`src/rtl/time_pkg.sv`:
```
// Shared BCD types, time constants and the BCD range check used by the time-of-day counter.
package time_pkg;

  typedef logic [3:0] bcd_digit_t;
  typedef logic [7:0] bcd_pair_t;

  localparam int        BCD_MAX_DIGIT = 9;
  localparam int        MINSEC_MOD    = 60;
  localparam bcd_pair_t MINSEC_MAX    = 8'h59;

  // True when both nibbles are decimal digits and the pair is below the modulus.
  function automatic logic bcd_pair_valid(input bcd_pair_t value, input int modulus);
    int tens;
    int units;
    tens  = int'(value[7:4]);
    units = int'(value[3:0]);
    return (tens <= BCD_MAX_DIGIT) && (units <= BCD_MAX_DIGIT) &&
           ((tens * 10 + units) < modulus);
  endfunction

endpackage

```
`src/rtl/bcd_pair_counter.sv`:
```
// Two-digit BCD counter modulo MOD with parallel load and a registered wrap pulse.
module bcd_pair_counter
  import time_pkg::*;
#(
  parameter int MOD = 60
) (
  input  logic      clk,
  input  logic      reset,
  input  logic      inc,
  input  logic      load,
  input  bcd_pair_t load_val,
  output bcd_pair_t value,
  output logic      wrap
);

  localparam bcd_digit_t TOP_TENS  = bcd_digit_t'((MOD - 1) / 10);
  localparam bcd_digit_t TOP_UNITS = bcd_digit_t'((MOD - 1) % 10);

  bcd_digit_t tens;
  bcd_digit_t units;

  assign tens  = value[7:4];
  assign units = value[3:0];

  // Load has priority; the wrap pulse accompanies the return to 00.
  always_ff @(posedge clk or negedge reset) begin
    if (!reset) begin
      value <= '0;
      wrap  <= 1'b0;
    end else begin
      wrap <= 1'b0;
      if (load) begin
        value <= load_val;
      end else if (inc) begin
        if (tens == TOP_TENS && units == TOP_UNITS) begin
          value <= '0;
          wrap  <= 1'b1;
        end else if (units == bcd_digit_t'(BCD_MAX_DIGIT)) begin
          value <= {tens + 4'd1, 4'd0};
        end else begin
          value <= {tens, units + 4'd1};
        end
      end
    end
  end

endmodule

```
`src/rtl/bcd_time_counter.sv`:
```
// Time-of-day counter: synchronises the 1 Hz level, detects its rising edge and
// drives cascaded BCD second/minute/hour counters with a validated parallel load.
module bcd_time_counter
  import time_pkg::*;
#(
  parameter int SYNC_STAGES = 2,
  parameter int HOURS_MOD   = 24
) (
  input  logic       clk,
  input  logic       reset,
  input  logic       sec_in,
  input  logic       run,
  input  logic       load,
  input  logic [7:0] load_hh,
  input  logic [7:0] load_mm,
  input  logic [7:0] load_ss,
  output logic [7:0] hh,
  output logic [7:0] mm,
  output logic [7:0] ss,
  output logic       min_tick,
  output logic       hour_tick,
  output logic       day_tick,
  output logic       load_err
);

  localparam int ARM_CYCLES = SYNC_STAGES + 1;
  localparam int ARM_W      = $clog2(ARM_CYCLES + 1);

  logic [SYNC_STAGES-1:0] sync_q;
  logic                   sec_prev;
  logic [ARM_W-1:0]       arm_cnt;
  logic                   armed;
  logic                   sec_event;
  logic                   load_ok;
  logic                   accept_load;
  logic                   ss_inc;
  logic                   mm_inc;
  logic                   hh_inc;

  // Arming hides a sec_in that is already high when reset is released.
  always_ff @(posedge clk or negedge reset) begin
    if (!reset) begin
      sync_q   <= '0;
      sec_prev <= 1'b0;
      arm_cnt  <= '0;
      load_err <= 1'b0;
    end else begin
      sync_q   <= {sync_q[SYNC_STAGES-2:0], sec_in};
      sec_prev <= sync_q[SYNC_STAGES-1];
      load_err <= load & ~load_ok;
      if (!armed) begin
        arm_cnt <= arm_cnt + 1'b1;
      end
    end
  end

  assign armed     = (arm_cnt == ARM_W'(ARM_CYCLES));
  assign sec_event = armed & run & sync_q[SYNC_STAGES-1] & ~sec_prev;

  assign load_ok = bcd_pair_valid(load_hh, HOURS_MOD) &&
                   bcd_pair_valid(load_mm, MINSEC_MOD) &&
                   bcd_pair_valid(load_ss, MINSEC_MOD);
  assign accept_load = load & load_ok;

  // Any load request, accepted or not, swallows a coincident second.
  assign ss_inc = sec_event & ~load;
  assign mm_inc = ss_inc & (ss == MINSEC_MAX);
  assign hh_inc = mm_inc & (mm == MINSEC_MAX);

  bcd_pair_counter #(.MOD(MINSEC_MOD)) u_sec (
    .clk      (clk),
    .reset    (reset),
    .inc      (ss_inc),
    .load     (accept_load),
    .load_val (load_ss),
    .value    (ss),
    .wrap     (min_tick)
  );

  bcd_pair_counter #(.MOD(MINSEC_MOD)) u_min (
    .clk      (clk),
    .reset    (reset),
    .inc      (mm_inc),
    .load     (accept_load),
    .load_val (load_mm),
    .value    (mm),
    .wrap     (hour_tick)
  );

  bcd_pair_counter #(.MOD(HOURS_MOD)) u_hour (
    .clk      (clk),
    .reset    (reset),
    .inc      (hh_inc),
    .load     (accept_load),
    .load_val (load_hh),
    .value    (hh),
    .wrap     (day_tick)
  );

endmodule

```
`config.mk`:
```
export PLATFORM = sky130hd
export DESIGN_NAME = bcd_time_counter
export DESIGN_NICKNAME = d
export VERILOG_FILES = /design/src/rtl/time_pkg.sv /design/src/rtl/bcd_pair_counter.sv /design/src/rtl/bcd_time_counter.sv
export SDC_FILE = /design/constraint.sdc
export NUM_CORES = 1
export LEC_CHECK = 0
export CAP_MARGIN = 30
export CORE_MARGIN = 5
export CORE_UTILIZATION = 45
export DETAILED_ROUTE_END_ITERATION = 6
export PLACE_DENSITY = 0.72
export SLEW_MARGIN = 20
export SYNTH_ARGS = -nofsm -noshare
export SYNTH_HDL_FRONTEND = slang
export SYNTH_SLANG_ARGS = --single-unit
```
`constraint.sdc`:
```
create_clock -name clk -period 4.9 [get_ports clk]
set_clock_uncertainty 0.2 [all_clocks]
set_input_delay 0.49 -clock clk [delete_from_list [all_inputs] [get_ports clk]]
set_output_delay 0.49 -clock clk [all_outputs]
set_load 0.01 [all_outputs]
```
-- Word level (Yosys, flattened, before mapping)
Index checks and enable logic that the tools add are counted.
- reduce and logical (&&, ||, !) cells: 20
- $add $sub $neg: 10
- $lt $le $gt $ge: 9
- eq/ne operators: 10
- $mul: 3
- bitwise operators: 11
- muxes and demuxes: 21
- operator list (operator ; number):
    $mux 8 ; 12
    $add 8x4->9 ; 3
    $add 4x1->4 const B ; 6
    $le 4x4->1 const B ; 6
    $mul 4x3->7 const B ; 3
    $lt 9x6->1 const B ; 2
    $eq 8x7->1 const B ; 2
    $eq 4x4->1 const B ; 3
    $logic_and 1x1->1 ; 11
    $lt 9x5->1 const B ; 1
    $mux 1 ; 9
    $reduce_bool 3->1 ; 3
    $and 1x1->1 ; 8
    $eq 4x2->1 const B ; 2
    $eq 4x3->1 const B ; 2
    $reduce_and 2->1 ; 3
    $reduce_bool 2->1 ; 3
    $not 1->1 ; 3
    $add 2x1->2 const B ; 1
    $eq 2x2->1 const B ; 1
- output and inout port bits: 28
- word-level logic and storage cells: 97
- input bits: 29
- flip-flop bits (word level): 33

-- Longest topological paths before layout
- word-level depth: 9
- mapped depth: 11
- depth with buffers taken out: 10

-- Cells and area by module
Synthesis repeated with hierarchy kept, for this count alone.
- cells, all modules: 286
- area total of the unflattened synthesis: 2743.9 um^2
- by module, submodules not included (module ; times used ; area an instance (um^2) ; sequential area each (um^2) ; cells an instance):
    bcd_pair_counter (u_min ...) ; 2 ; 600.6 ; 225.2 ; 64
    bcd_time_counter ; 1 ; 952.2 ; 150.1 ; 97
    bcd_pair_counter (u_hour) ; 1 ; 590.6 ; 225.2 ; 61

-- Worst setup path after synthesis
OpenSTA, ideal clock, no wires.
- kind: input port to flip-flop
- from: input load_ss[5]
- to: register u_hour.value[7]
- buffers on the path: 1
- path slack: 1.586 ns
- data arrival time: 2.989 ns
- library setup time: 0.125 ns
- required time: 4.575 ns
- stages: 11
- path through: ha_1 > ha_1 > inv_1 > fa_1 > nand2b_1 > a2111oi_2 > a221oi_2 > nor4_2 > nand4_2 > buf_6 > mux2_4
- cells in the longest elaborated chain, start to end: 8
- elaborated cells between the ends (all ways): 12
- those cells by class: 1 x add/sub; 1 x mul; 2 x order compare; 1 x mux; 1 x bitwise; 6 x reduce/logical
- ends and longest elaborated chain (what ; line ; source):
    start, declared ; bcd_time_counter.sv:16 ; input logic [7:0] load_ss,
    $mul 4x3->7 ; time_pkg.sv:18 ; ((tens * 10 + units) < modulus);
    $add 8x4->9 ; time_pkg.sv:18 ;
    $lt 9x6->1 ; time_pkg.sv:18 ;
    $logic_and 1x1->1 (*) ; time_pkg.sv:17 ; return (tens <= BCD_MAX_DIGIT) && (units <= BCD_MAX_DIGIT) &&
    $logic_and 1x1->1 (*) ; bcd_time_counter.sv:61 ; bcd_pair_valid(load_mm, MINSEC_MOD) &&
    $and 1x1->1 (*) ; bcd_time_counter.sv:63 ; assign accept_load = load & load_ok;
    $reduce_bool 3->1 (no source line) or $reduce_bool 2->1 (tied branches) ; n/a ;
    $reduce_and 2->1 (no source line) ; n/a ;
    end signal, assigned ; bcd_pair_counter.sv:33 ; value <= load_val;
    end signal, assigned ; bcd_pair_counter.sv:39 ; value <= {tens + 4'd1, 4'd0};
    end signal, assigned ; bcd_pair_counter.sv:41 ; value <= {tens, units + 4'd1};
    end, declared ; bcd_pair_counter.sv:12 ; output bcd_pair_t value,
Mark *: on every way between the ends. The rest lies on a longest branch, timed or not.
A chain may end at the register's enable or synchronous reset.

-- Worst setup path after layout
- from: input load_ss[5]
- to: register u_hour.value[5]
The elaborated chain is that of the path after synthesis.

==> reports/qor.txt <==
Status - complete, no violations
Largest net degree at the start of global routing - 34
Avg Cell Area, Syn - 9.41 µm²
Vias - 2,459
Number of distinct library cells after synthesis - 55
Remaining Overflow, GRT - 0
Total Power - 0.000789 W
Seq pwr share - 0.419
Drt drc - 0
Most frequent cell after synthesis - dfrtp_1
Post-CTS setup buffer count - 0
Syn Std Cell Area - 2770 µm²
Synth area leader - dfrtp_1
Multi-input gate area in the final layout - 1840 µm²
Commonest cells in the netlist - dfrtp_1, ha_1, nand2_1
Total wire length - 6980 µm
Drt first pass iters - 4
Post-layout min period - 4.11 ns
Post-CTS Hold Fix Bufs - 0
Yosys top cell area share - 0.298
Placed cell areas - 3420 µm²
Async SR Flop Fraction - 1.00
Switching portion of total power - 0.323
Int Power - 0.000534 W
Main area contributors after synthesis - dfrtp_1, ha_1, mux2i_1, mux2_4, fa_1
CTS tree - built
Post-DP HPWL - 5600 µm
Leak - 1.51 nW
Max-slew headroom - 0.459
Share of cells above drive strength 1 - 0.107
Initial antenna violation count - 0
Max-cap check violation count - 0
TritonCTS Buffers - 5
Slew @ Worst Pin - 0.801 ns
Routed Antenna Nets - 0
Synth Register Bits - 33
Wire length of the first global-routing pass - 11,600 µm
Post-synth EDFFs - 0
Core Area - 5960 µm²
Fin crit share - 0.838
Critical path arrival - 4.08 ns
Pwr Density - 225 nW/µm²
Max-slew violations - 0
Design area - 3500 µm²
First DRT Iteration DRCs - 140
Port Buffers - 56
Number of I/O pins - 57
Sequential fraction of the synthesis area - 0.298
Initial Util - 0.465
Setup CP Type - in2reg
Height of the die - 88.4 µm
Placement row count - 28
Nets - 420
CTS resizes - 0
Sequential Area - 826 µm²
# setup viols final - 0
Finished Core Util - 0.588
Syn Nets - 359
Logic pwr share - 0.328
Synth Instances - 294
Clock Sinks - 33
Startpoint types - primary input
Average via count per standard cell - 5.71
Final Hold Viols - 0
Clk pin slew, worst setup/hold paths - 0.07 ns
Peak VDD IR - 0.106 mV
Clk root buf - clkbuf_8
Yosys Warn Count - 0
RSZ-0062 raised after global routing - no
Worst-case clock buffer depth - 2
Die area - 7820 µm²
CTS H-tree lvls - 2
Crit-path max FO - 14
Tot GR Track Use - 0.189
Clk network pwr share - 0.253
Crit. End Element - flip-flop
Worst Path Required - 4.87 ns
Clock network latency to the later pin of the worst-skew pair - 0.29 ns
Vias in the first global route - 2,417
Wire per inst - 16.2 µm
Net load switching power - 0.000255 W
Layout area overhead - 26.4%
Predominant post-synthesis flop cell - dfrtp_1
Min-Delay Path Class - reg2reg
Die width - 88.4 µm
Final hold slack - 0.160 ns
Global placement routability congestion - 0.840
Final setup TNS - 0 ns
Max Clock Freq - 243 MHz
Fill count - 522
Antenna diodes - 0
-- power by group through the flow --
stage          Clock [W]  Combinational (W)  Sequential, W
6_report        0.000199           0.000259       0.000331
5_1_grt         0.000222           0.000287       0.000336
4_1_cts         0.000207           0.000261       0.000330
3_5_place_dp           0           0.000260       0.000335
3_3_place_gp           0           0.000251       0.000334
2_1_floorplan          0           0.000132       0.000339
-- area by class of cell --
type,count,share of cell area
inverters,20,0.0215
repair buffers,59,0.167
clock inverters,2,0.00286
well taps,75,0.0268
clock buffers,6,0.0207
flip-flops and latches,33,0.236
multi-input cells,236,0.526
-- flip-flops by register name, summed over array words and instances, names as in the netlist, 2 cells and up --
name          flops
sync_q            2
u_hour.value      8
arm_cnt           2
u_min.value       8
u_sec.value       8
-- cell families after synthesis --
kind of cell | after synthesis | synth area share
AO/OA/AOI/OAI | 61 | 0.143
XOR/XNOR | 9 | 0.0285
adder cells (fa/ha/maj) | 36 | 0.176
buffers and inverters | 25 | 0.0371
flip-flops | 33 | 0.298
multiplexers | 25 | 0.106
AND/OR/NAND/NOR | 105 | 0.210
-- worst paths after layout --
check / from / end / slack [ns] / cells after the start
min: sync_q[0]$_DFF_PN0_ / sync_q[1]$_DFF_PN0_ / 0.16 / 0
min reg2reg: sync_q[0]$_DFF_PN0_ / sync_q[1]$_DFF_PN0_ / 0.16 / 0
min in group asynchronous: reset / u_min.value[1]$_DFFE_PN0P_ / 0.41 / 2
max reg2reg: u_sec.value[1]$_DFFE_PN0P_ / u_hour.value[4]$_DFFE_PN0P_ / 2.11 / 8
max: load_ss[5] / u_hour.value[5]$_DFFE_PN0P_ / 0.79 / 11
max in group asynchronous: reset / arm_cnt[0]$_DFFE_PN0P_ / 3.78 / 2
-- layout by cell type (no fill, tap or decap), types with 5 or more instances in the layout --
| master | n |
|---|---|
| nor3_1 | 9 |
| a31oi_1 | 5 |
| inv_1 | 20 |
| o21ai_0 | 17 |
| nand3_1 | 10 |
| nand3b_1 | 5 |
| xor2_1 | 6 |
| a21oi_1 | 17 |
| ha_1 | 31 |
| fa_1 | 5 |
| mux2_4 | 7 |
| nand4_1 | 5 |
| mux2i_1 | 11 |
| nand2_1 | 26 |
| clkdlybuf4s50_1 | 56 |
| nor2_1 | 16 |
| clkbuf_8 | 5 |
| dfrtp_1 | 33 |
| nand2b_1 | 7 |
| mux2_2 | 7 |
-- worst max-delay path, cell delays in order --
cell and delay, ns:
clkdlybuf4s50_1 0.58, ha_1 0.27, ha_1 0.21, inv_1 0.07
fa_1 0.43, nand2b_1 0.21, a2111oi_2 0.33, a221oi_2 0.12
nor4_2 0.33, nand4_2 0.55, mux2_2 0.49
-- stage by stage --
| stage | cells | worst slack [ns] |
|---|---|---|
| finish | 431 | 0.793 |
| CTS | 431 | 0.816 |
| floorplan | 294 | 1.59 |
| global route | 431 | 0.597 |
| global placement | 423 | 0.616 |
| detailed placement | 423 | 0.527 |
-- per-layer routing --
metal  part of all wire  vias up  wire (µm)  GRT usage
met3              0.044        6        304     0.0354
met2               0.50       46       3460      0.319
met5                  0        -          0          0
li1                   -     1201          -          -
met4             0.0090        0         63     0.0481
met1               0.45     1206       3150      0.250
(Power assumes the default switching activity.)
